`config.mk`:
```
export PLATFORM = sky130hd
export DESIGN_NAME = uart_cmd_rx_flat
export DESIGN_NICKNAME = d
export VERILOG_FILES = /design/src/rtl/uart_cmd_rx_if.sv /design/src/rtl/uart_cmd_rx.sv /design/src/flat_wrapper.sv
export SDC_FILE = /design/constraint.sdc
export NUM_CORES = 1
export LEC_CHECK = 0
export ABC_AREA = 0
export CORE_UTILIZATION = 64
export DETAILED_ROUTE_END_ITERATION = 16
export GPL_TIMING_DRIVEN = 0
export HOLD_SLACK_MARGIN = 0.03
export PLACE_DENSITY = 0.86
export SYNTH_ARGS = -nofsm -noshare
export SYNTH_HDL_FRONTEND = slang
export SYNTH_SLANG_ARGS = --single-unit
```
`constraint.sdc`:
```
create_clock -name clk -period 4.9 [get_ports clk]
set_clock_uncertainty 0.05 [all_clocks]
set_input_delay 0.735 -clock clk [delete_from_list [all_inputs] [get_ports clk]]
set_output_delay 0.735 -clock clk [all_outputs]
set_load 0.01 [all_outputs]
```
`src/rtl/uart_cmd_rx_if.sv`:
```
// Serial-in / command-out bundle between the host UART line and the commutation block.
// The receiver uses the slave view; whoever drives the line and consumes the command uses master.
interface uart_cmd_rx_if;
  logic       rx;
  logic [7:0] cmd_byte;
  logic       byte_valid;
  logic       frame_err;
  logic       timeout;
  logic       busy;

  modport slave (
    input  rx,
    output cmd_byte, byte_valid, frame_err, timeout, busy
  );

  modport master (
    output rx,
    input  cmd_byte, byte_valid, frame_err, timeout, busy
  );
endinterface

```
`src/rtl/uart_cmd_rx.sv`:
```
// 8N1 UART receiver holding the last good byte as the motor command.
// Framing errors leave the command alone; a traffic timeout forces it to 0.
module uart_cmd_rx #(
  parameter int CLKS_PER_BIT = 434,
  parameter int TIMEOUT_CLKS = 50000000
) (
  input logic         clk,
  input logic         rst,
  uart_cmd_rx_if.slave cmd_if
);

  localparam int BW = $clog2(CLKS_PER_BIT);
  localparam logic [BW-1:0] BIT_LAST  = BW'(CLKS_PER_BIT - 1);
  localparam logic [BW-1:0] HALF_LAST = BW'(CLKS_PER_BIT / 2 - 1);

  localparam logic [2:0] S_IDLE  = 3'd0;
  localparam logic [2:0] S_START = 3'd1;
  localparam logic [2:0] S_DATA  = 3'd2;
  localparam logic [2:0] S_STOP  = 3'd3;
  localparam logic [2:0] S_BREAK = 3'd4;

  logic          rx_meta_q, rx_s_q;
  logic [2:0]    state_q, state_d;
  logic [BW-1:0] bit_cnt_q, bit_cnt_d;
  logic [2:0]    bit_idx_q, bit_idx_d;
  logic [7:0]    shift_q, shift_d;
  logic [7:0]    cmd_q;
  logic          byte_valid_q, frame_err_q, timeout_q;
  logic          deliver, ferr, tmo_fire;

  always_comb begin
    state_d   = state_q;
    bit_cnt_d = bit_cnt_q;
    bit_idx_d = bit_idx_q;
    shift_d   = shift_q;
    deliver   = 1'b0;
    ferr      = 1'b0;
    case (state_q)
      S_IDLE: begin
        if (!rx_s_q) begin
          state_d   = S_START;
          bit_cnt_d = '0;
        end
      end
      S_START: begin
        // Mid-start-bit recheck rejects short glitches without flagging anything.
        if (bit_cnt_q == HALF_LAST) begin
          bit_cnt_d = '0;
          bit_idx_d = '0;
          state_d   = rx_s_q ? S_IDLE : S_DATA;
        end else begin
          bit_cnt_d = bit_cnt_q + 1'b1;
        end
      end
      S_DATA: begin
        if (bit_cnt_q == BIT_LAST) begin
          bit_cnt_d = '0;
          shift_d   = {rx_s_q, shift_q[7:1]};
          bit_idx_d = bit_idx_q + 3'd1;
          if (bit_idx_q == 3'd7) state_d = S_STOP;
        end else begin
          bit_cnt_d = bit_cnt_q + 1'b1;
        end
      end
      S_STOP: begin
        if (bit_cnt_q == BIT_LAST) begin
          bit_cnt_d = '0;
          if (rx_s_q) begin
            deliver = 1'b1;
            state_d = S_IDLE;
          end else begin
            ferr    = 1'b1;
            state_d = S_BREAK;
          end
        end else begin
          bit_cnt_d = bit_cnt_q + 1'b1;
        end
      end
      S_BREAK: begin
        // Wait out a held-low line so a break yields only one frame error.
        if (rx_s_q) state_d = S_IDLE;
      end
      default: state_d = S_IDLE;
    endcase
  end

  generate
    if (TIMEOUT_CLKS > 0) begin : g_tmo
      localparam int TW = $clog2(TIMEOUT_CLKS + 1);
      localparam logic [TW-1:0] TMO_LAST = TW'(TIMEOUT_CLKS - 1);
      localparam logic [TW-1:0] TMO_SAT  = TW'(TIMEOUT_CLKS);
      logic [TW-1:0] tmo_cnt_q, tmo_cnt_d;

      // Parking at TMO_SAT after firing keeps the pulse one-shot until the next good byte.
      always_comb begin
        tmo_cnt_d = tmo_cnt_q;
        if (deliver)                     tmo_cnt_d = '0;
        else if (tmo_cnt_q == TMO_LAST)  tmo_cnt_d = TMO_SAT;
        else if (tmo_cnt_q != TMO_SAT)   tmo_cnt_d = tmo_cnt_q + 1'b1;
      end

      assign tmo_fire = (tmo_cnt_q == TMO_LAST) && !deliver;

      always_ff @(posedge clk or posedge rst) begin
        if (rst) tmo_cnt_q <= '0;
        else     tmo_cnt_q <= tmo_cnt_d;
      end
    end else begin : g_no_tmo
      assign tmo_fire = 1'b0;
    end
  endgenerate

  always_ff @(posedge clk or posedge rst) begin
    if (rst) begin
      rx_meta_q    <= 1'b1;
      rx_s_q       <= 1'b1;
      state_q      <= S_IDLE;
      bit_cnt_q    <= '0;
      bit_idx_q    <= '0;
      shift_q      <= '0;
      cmd_q        <= '0;
      byte_valid_q <= 1'b0;
      frame_err_q  <= 1'b0;
      timeout_q    <= 1'b0;
    end else begin
      rx_meta_q    <= cmd_if.rx;
      rx_s_q       <= rx_meta_q;
      state_q      <= state_d;
      bit_cnt_q    <= bit_cnt_d;
      bit_idx_q    <= bit_idx_d;
      shift_q      <= shift_d;
      byte_valid_q <= deliver;
      frame_err_q  <= ferr;
      timeout_q    <= tmo_fire;
      if (deliver)       cmd_q <= shift_q;
      else if (tmo_fire) cmd_q <= '0;
    end
  end

  assign cmd_if.cmd_byte   = cmd_q;
  assign cmd_if.byte_valid = byte_valid_q;
  assign cmd_if.frame_err  = frame_err_q;
  assign cmd_if.timeout    = timeout_q;
  assign cmd_if.busy       = (state_q != S_IDLE);

endmodule

```
`src/flat_wrapper.sv`:
```
// flat-port wrapper written by rule: the top's interface ports become plain ports
module uart_cmd_rx_flat 
#(
  parameter int CLKS_PER_BIT = 434,
  parameter int TIMEOUT_CLKS = 50000000
)
  (clk, rst, cmd_if_rx, cmd_if_cmd_byte, cmd_if_byte_valid, cmd_if_frame_err, cmd_if_timeout, cmd_if_busy);
  uart_cmd_rx_if cmd_if_i ();
  input logic clk;
  input logic rst;
  input wire logic [$bits(cmd_if_i.rx)-1:0] cmd_if_rx;
  output wire logic [$bits(cmd_if_i.cmd_byte)-1:0] cmd_if_cmd_byte;
  output wire logic [$bits(cmd_if_i.byte_valid)-1:0] cmd_if_byte_valid;
  output wire logic [$bits(cmd_if_i.frame_err)-1:0] cmd_if_frame_err;
  output wire logic [$bits(cmd_if_i.timeout)-1:0] cmd_if_timeout;
  output wire logic [$bits(cmd_if_i.busy)-1:0] cmd_if_busy;
  assign cmd_if_i.rx = cmd_if_rx;
  assign cmd_if_cmd_byte = cmd_if_i.cmd_byte;
  assign cmd_if_byte_valid = cmd_if_i.byte_valid;
  assign cmd_if_frame_err = cmd_if_i.frame_err;
  assign cmd_if_timeout = cmd_if_i.timeout;
  assign cmd_if_busy = cmd_if_i.busy;
  uart_cmd_rx #(.CLKS_PER_BIT(CLKS_PER_BIT), .TIMEOUT_CLKS(TIMEOUT_CLKS)) u_core (.clk(clk), .rst(rst), .cmd_if(cmd_if_i));
endmodule
```
After elaboration in Yosys (flattened, before gate mapping)
Index checks and enable logic that the tools add are counted.
{"block": "op_classes", "div": 0, "eq_ne": 15, "order_cmp": 0, "mux": 27, "reduce_logical": 13, "mul": 0, "n_bitwise": 0, "n_addsub": 3, "shift": 0}
{"op": "26-bit 2-to-1 mux", "n": 3}
{"op": "3-bit 2-to-1 mux", "n": 9}
{"op": "9-bit 2-to-1 mux", "n": 3}
{"op": "9-bit one-hot mux with 3 select lines", "n": 1}
{"op": "26-bit by 1-bit adder with 26-bit output (second input constant)", "n": 1}
{"op": "26-bit == test (second input constant)", "n": 1}
{"op": "26-bit inequality test (second input constant)", "n": 1}
{"op": "8-bit 2-to-1 mux", "n": 2}
{"op": "3-bit one-hot mux with 5 select lines", "n": 1}
{"op": "2-bit by 1-bit inequality test with 1-bit output (second input constant)", "n": 5}
{"op": "9-bit by 1-bit adder with 9-bit output (second input constant)", "n": 1}
{"op": "9-bit by 8-bit == test with 1-bit output (second input constant)", "n": 1}
{"op": "9-bit == test (second input constant)", "n": 1}
{"op": "3-bit nonzero test", "n": 3}
{"op": "3-bit by 2-bit == test with 1-bit output (second input constant)", "n": 2}
{"op": "3-bit == test (second input constant)", "n": 2}
{"op": "1-bit 2-to-1 mux", "n": 6}
{"op": "3-bit one-hot mux with 2 select lines", "n": 1}
{"op": "6-bit AND reduction", "n": 1}
{"op": "2-bit AND reduction", "n": 2}
{"op": "2-bit nonzero test", "n": 2}
{"op": "3-bit by 1-bit adder with 3-bit output (second input constant)", "n": 1}
{"op": "3-bit by 1-bit == test with 1-bit output (second input constant)", "n": 1}
{"op": "3-bit logical NOT", "n": 1}
{"op": "other kinds (6)", "n": 6}
{"block": "totals", "regBits": 62, "out_inout_bits": 12, "romBits": 0, "ram_bits": 0, "latchBits": 0, "inputBits": 3, "mem_count": 0, "elab_cells": 69}

Depth between registers and ports, before layout
{"block": "logic_depth", "depth_word": 7, "depth_mapped": 7}

Worst setup path after synthesis
Ideal clock, no wire load.
{"block": "synth_path", "kind": "register -> register", "from": "register u_core.bit_cnt_q[1]", "to": "register u_core.shift_q[0]", "setup_slack_ns": 3.033, "stages_incl_launch_ff": 7, "path_buffers": 1, "synth_period_minus_slack_ns": 1.867, "setup_ns": 0.125, "arrival_time_ns": 1.692, "cell_sequence": "dfrtp_1 > inv_1 > ha_1 > nor4b_2 > and4_1 > buf_2 > mux2_2"}
{"block": "synth_between", "elab_chain_cells": 2}
{"element": "start: declaration", "line_no": "uart_cmd_rx.sv:24", "rtl": "logic [BW-1:0] bit_cnt_q, bit_cnt_d;"}
{"element": "start signal: assignment", "line_no": "uart_cmd_rx.sv:129", "rtl": "bit_cnt_q <= bit_cnt_d;"}
{"element": "9-bit == test", "line_no": "uart_cmd_rx.sv:56", "rtl": "if (bit_cnt_q == BIT_LAST) begin"}
{"element": "2-bit AND reduction (no line)"}
{"element": "end signal: assignment", "line_no": "uart_cmd_rx.sv:131", "rtl": "shift_q <= shift_d;"}
{"element": "end: declaration", "line_no": "uart_cmd_rx.sv:26", "rtl": "logic [7:0] shift_q, shift_d;"}
No other way between the ends.
A chain may end at the register's enable or synchronous reset.

Final worst setup path
{"block": "layout_path", "from": "register u_core.state_q[1]", "to": "output cmd_if_busy"}
{"block": "layout_between", "elab_chain_cells": 1}
{"element": "start: declaration", "line_no": "uart_cmd_rx.sv:23", "rtl": "logic [2:0] state_q, state_d;"}
{"element": "start signal: assignment", "line_no": "uart_cmd_rx.sv:128", "rtl": "state_q <= state_d;"}
{"element": "3-bit nonzero test", "line_no": "uart_cmd_rx.sv:144", "rtl": "assign cmd_if.busy = (state_q != S_IDLE);"}
{"element": "end: declaration", "line_no": "flat_wrapper.sv:16", "rtl": "output wire logic [$bits(cmd_if_i.busy)-1:0] cmd_if_busy;"}
No other way between the ends.

==> impl_results.md <==
* Final worst setup slack at 2.31 ns
* Clock sinks at 62
* CP arrival at 1.80 ns
* # rows at 25
* Grt ovf at 0
* CTS Hold Bufs at 0
* Starting density of the core at 66.7%
* Syn_area_per_cell at 10.5 sq um
* Number of fill cells at 325
* Fmax at 387 MHz
* Worst r2r src: u_core.bit_cnt_q[0]
* Clock Tree Buf Depth at 2
* Slowest cell on crit path: clkdlybuf4s50_1
* Buf+Inv Stages, Crit Path at 2
* Async SR Flop Fraction at 100%
* Global-route wire length before repair at 11,600 um
* Post-synth top flop: dfrtp_1
* Yosys warns at 0
* Least-Margin Pin Slew at 0.829 ns
* Final Max Slew Viols at 0
* Seq/Total Area, Yosys at 49.0%
* Reg area at 0.00155 sq mm
* Critical-path cell list: buf_2, or3_1, clkdlybuf4s50_1
* CP peak stage delay at 0.49 ns
* Most frequent cell after synthesis: dfrtp_1
* Mapped Nets at 313
* Worst-Skew Late Latency at 0.35 ns
* Critical path type: flop to output port
* Gr usage total at 29.0%
* Syn-to-layout area delta at 14.7%
* Flops & latches, synth at 62
* CTS tree: built
* I/O pin count at 15
* Synth top area share at 47.3%
* Area of the multi-input gates at 0.00150 sq mm
* Hold crit path type: flop to flop
* Top post-synthesis cells by count: 60 x dfrtp_1, 24 x nand2_1, 22 x a21oi_1, 16 x o21ai_0, 13 x nor2_1
* Setup crit start kind: flop
* DRT Wirelength at 6750 um
* CTS Buf Count at 9
* Max cap viols at 0
* Hold Slack at 0.311 ns
* Reg clk slew, reported paths at 0.07 ns
* Cell taking the most area after synthesis: dfrtp_1
* Chip width at 72.4 um
* Mapped Area at 0.00317 sq mm
* Number of diodes at 0
* Leak at 1.53 nW
* Pwr dens at 283 mW/mm^2
* Setup Fix Bufs, Post-CTS at 0
* Critical path capture point type: output port
* Share of post-route cells with drive strength above 1 at 17.1%
* Post-synth EDFFs at 0
* Core Region at 0.00475 sq mm
* Setup TNS at 0 ns
* Fin crit share at 52.8%
* Count of cells resized by post-cts repair at 0
* Total Nets Final at 339
* Die area at 0.00524 sq mm
* IR drop worst, VDD at 0.217 mV
* Synth cell types at 60
* Hold Path Stages at 0
* Detailed Place HPWL at 4370 um
* RSZ-0062 raised after global routing: false
* Cells after synthesis at 303
* Post-route DRC at 0
* Vias in the first global route at 2,487
* Reg2Reg Depth at 6
* Wirelength per Cell at 16.8 um
* Die height at 72.4 um
* Family with the most delay on the worst path: buffers and inverters
* H-Tree Depth at 3
* Vias at 2,529
* Critical Path Fanout Max at 10
* Violation count after the first detailed-routing iteration at 183
* Worst path required time at 4.12 ns
* HP Start: u_core.rx_meta_q
* Layout Utilization at 76.5%
* Global placement routability congestion at 0.877
* Worst hold endpoint: u_core.rx_s_q
* Worst r2r dst: u_core.bit_cnt_q[3]
* DP Worst Slack at 2.68 ns
* First-pass iteration count of the detailed router at 4
* Via/cell ratio at 6.31
* Count of final hold-check violations at 0
* DRT antenna net count at 0
* Final min period at 2.59 ns
* R2r setup slk at 2.59 ns
* Largest net degree at the start of global routing at 45
* Slew HR at 44.5%
* # setup viols final at 0
* IO Port Bufs at 14
* Status: finished clean
* Initial antenna violation count at 0
* Area contributors post-synth: dfrtp_1 47%, a21oi_1 3.5%, mux2_2 3.2%, a22o_1 3.0%, nand2_1 2.8%
* Root buffer cell: clkbuf_8
through the flow:
stage / instances / instance area (sq um) / power (mW)
floorplan: 303 / 3170 / 0.532
global placement: 384 / 3400 / 0.536
detailed placement: 385 / 3420 / 0.539
CTS: 401 / 3640 / 1.03
global route: 401 / 3640 / 1.06
finish: 401 / 3640 / 1.03
cell families (layout without fill, tap and decap cells):
kind of cell,after synthesis,in the layout,share of synthesized area (%)
and+or+nand+nor,115,115,22.5
AOI/OAI and AO/OA,76,76,16.1
muxes,9,9,3.20
buffers and inverters,24,55,3.67
DFF,62,62,49.0
xor gates and xnor gates,10,10,2.76
adders and majority gates,7,7,2.76
cell usage in the layout, fill, tap and decap left out, types with 10 or more instances in the layout:
cell type        instances
dfrtp_1                 60
nand2_1                 24
a21oi_1                 22
o21ai_0                 16
clkdlybuf4s50_1         14
nor2_1                  13
nand3_1                 12
a22o_1                  11
nand4_1                 10
o31ai_1                 10
worst reg2reg max path, cell delays in order (launching register included):
cell and delay (ns):
dfrtp_1 0.49, ha_1 0.20, nor4b_2 0.44, a21oi_1 0.16, clkbuf_1 0.26, nor2_1 0.41
o21ai_0 0.17
flip-flops by register name (all words and copies together), names as in the netlist:
signal	count
u_core.bit_cnt_q	9
u_core.state_q	3
u_core.rx_s_q	1
u_core.shift_q	8
u_core.cmd_if.timeout	1
u_core.rx_meta_q	1
u_core.g_tmo.tmo_cnt_q	26
u_core.cmd_if.byte_valid	1
u_core.cmd_if.frame_err	1
u_core.cmd_if.cmd_byte	8
u_core.bit_idx_q	3
area by class of cell:
cell class	count	share of cell area, %
Sequential cell	62	42.7
Multi-Input combinational cell	217	41.3
Timing Repair Buffer	15	4.40
Clock buffer	9	3.40
Clock inverter	7	2.72
Tap cell	67	2.30
Buffer	14	2.17
Inverter	10	1.03
per-layer routing:
metal | wire length (um) | track usage [%] | vias to the layer above
li1 | - | - | 1201
met1 | 3050 | 37.6 | 1251
met2 | 3240 | 44.9 | 60
met3 | 306 | 7.92 | 17
met4 | 159 | 14.6 | 0
met5 | 0 | 0 | -
where the power goes:
part	leakage, nW	internal, mW	switching [mW]
combinational	0.586	0.00373	0.0114
clock	0.109	0.287	0.215
sequential	0.830	0.513	0.000325
how the worst max path moves through the flow:
stage / startpoint / end / slack (ns) / cells past startpoint
after floorplan: rst / u_core.bit_cnt_q[0] / 2.58 / 1
after global placement: rst / u_core.bit_cnt_q[7] / 1.60 / 2
after detailed placement: u_core.bit_cnt_q[1] / u_core.bit_cnt_q[7] / 2.68 / 7
after CTS: u_core.state_q[1] / cmd_if_busy / 2.32 / 3
after global routing: u_core.state_q[1] / cmd_if_busy / 2.28 / 3
final: u_core.state_q[1] / cmd_if_busy / 2.31 / 3
Note: power is estimated with default switching activity, not from simulation.
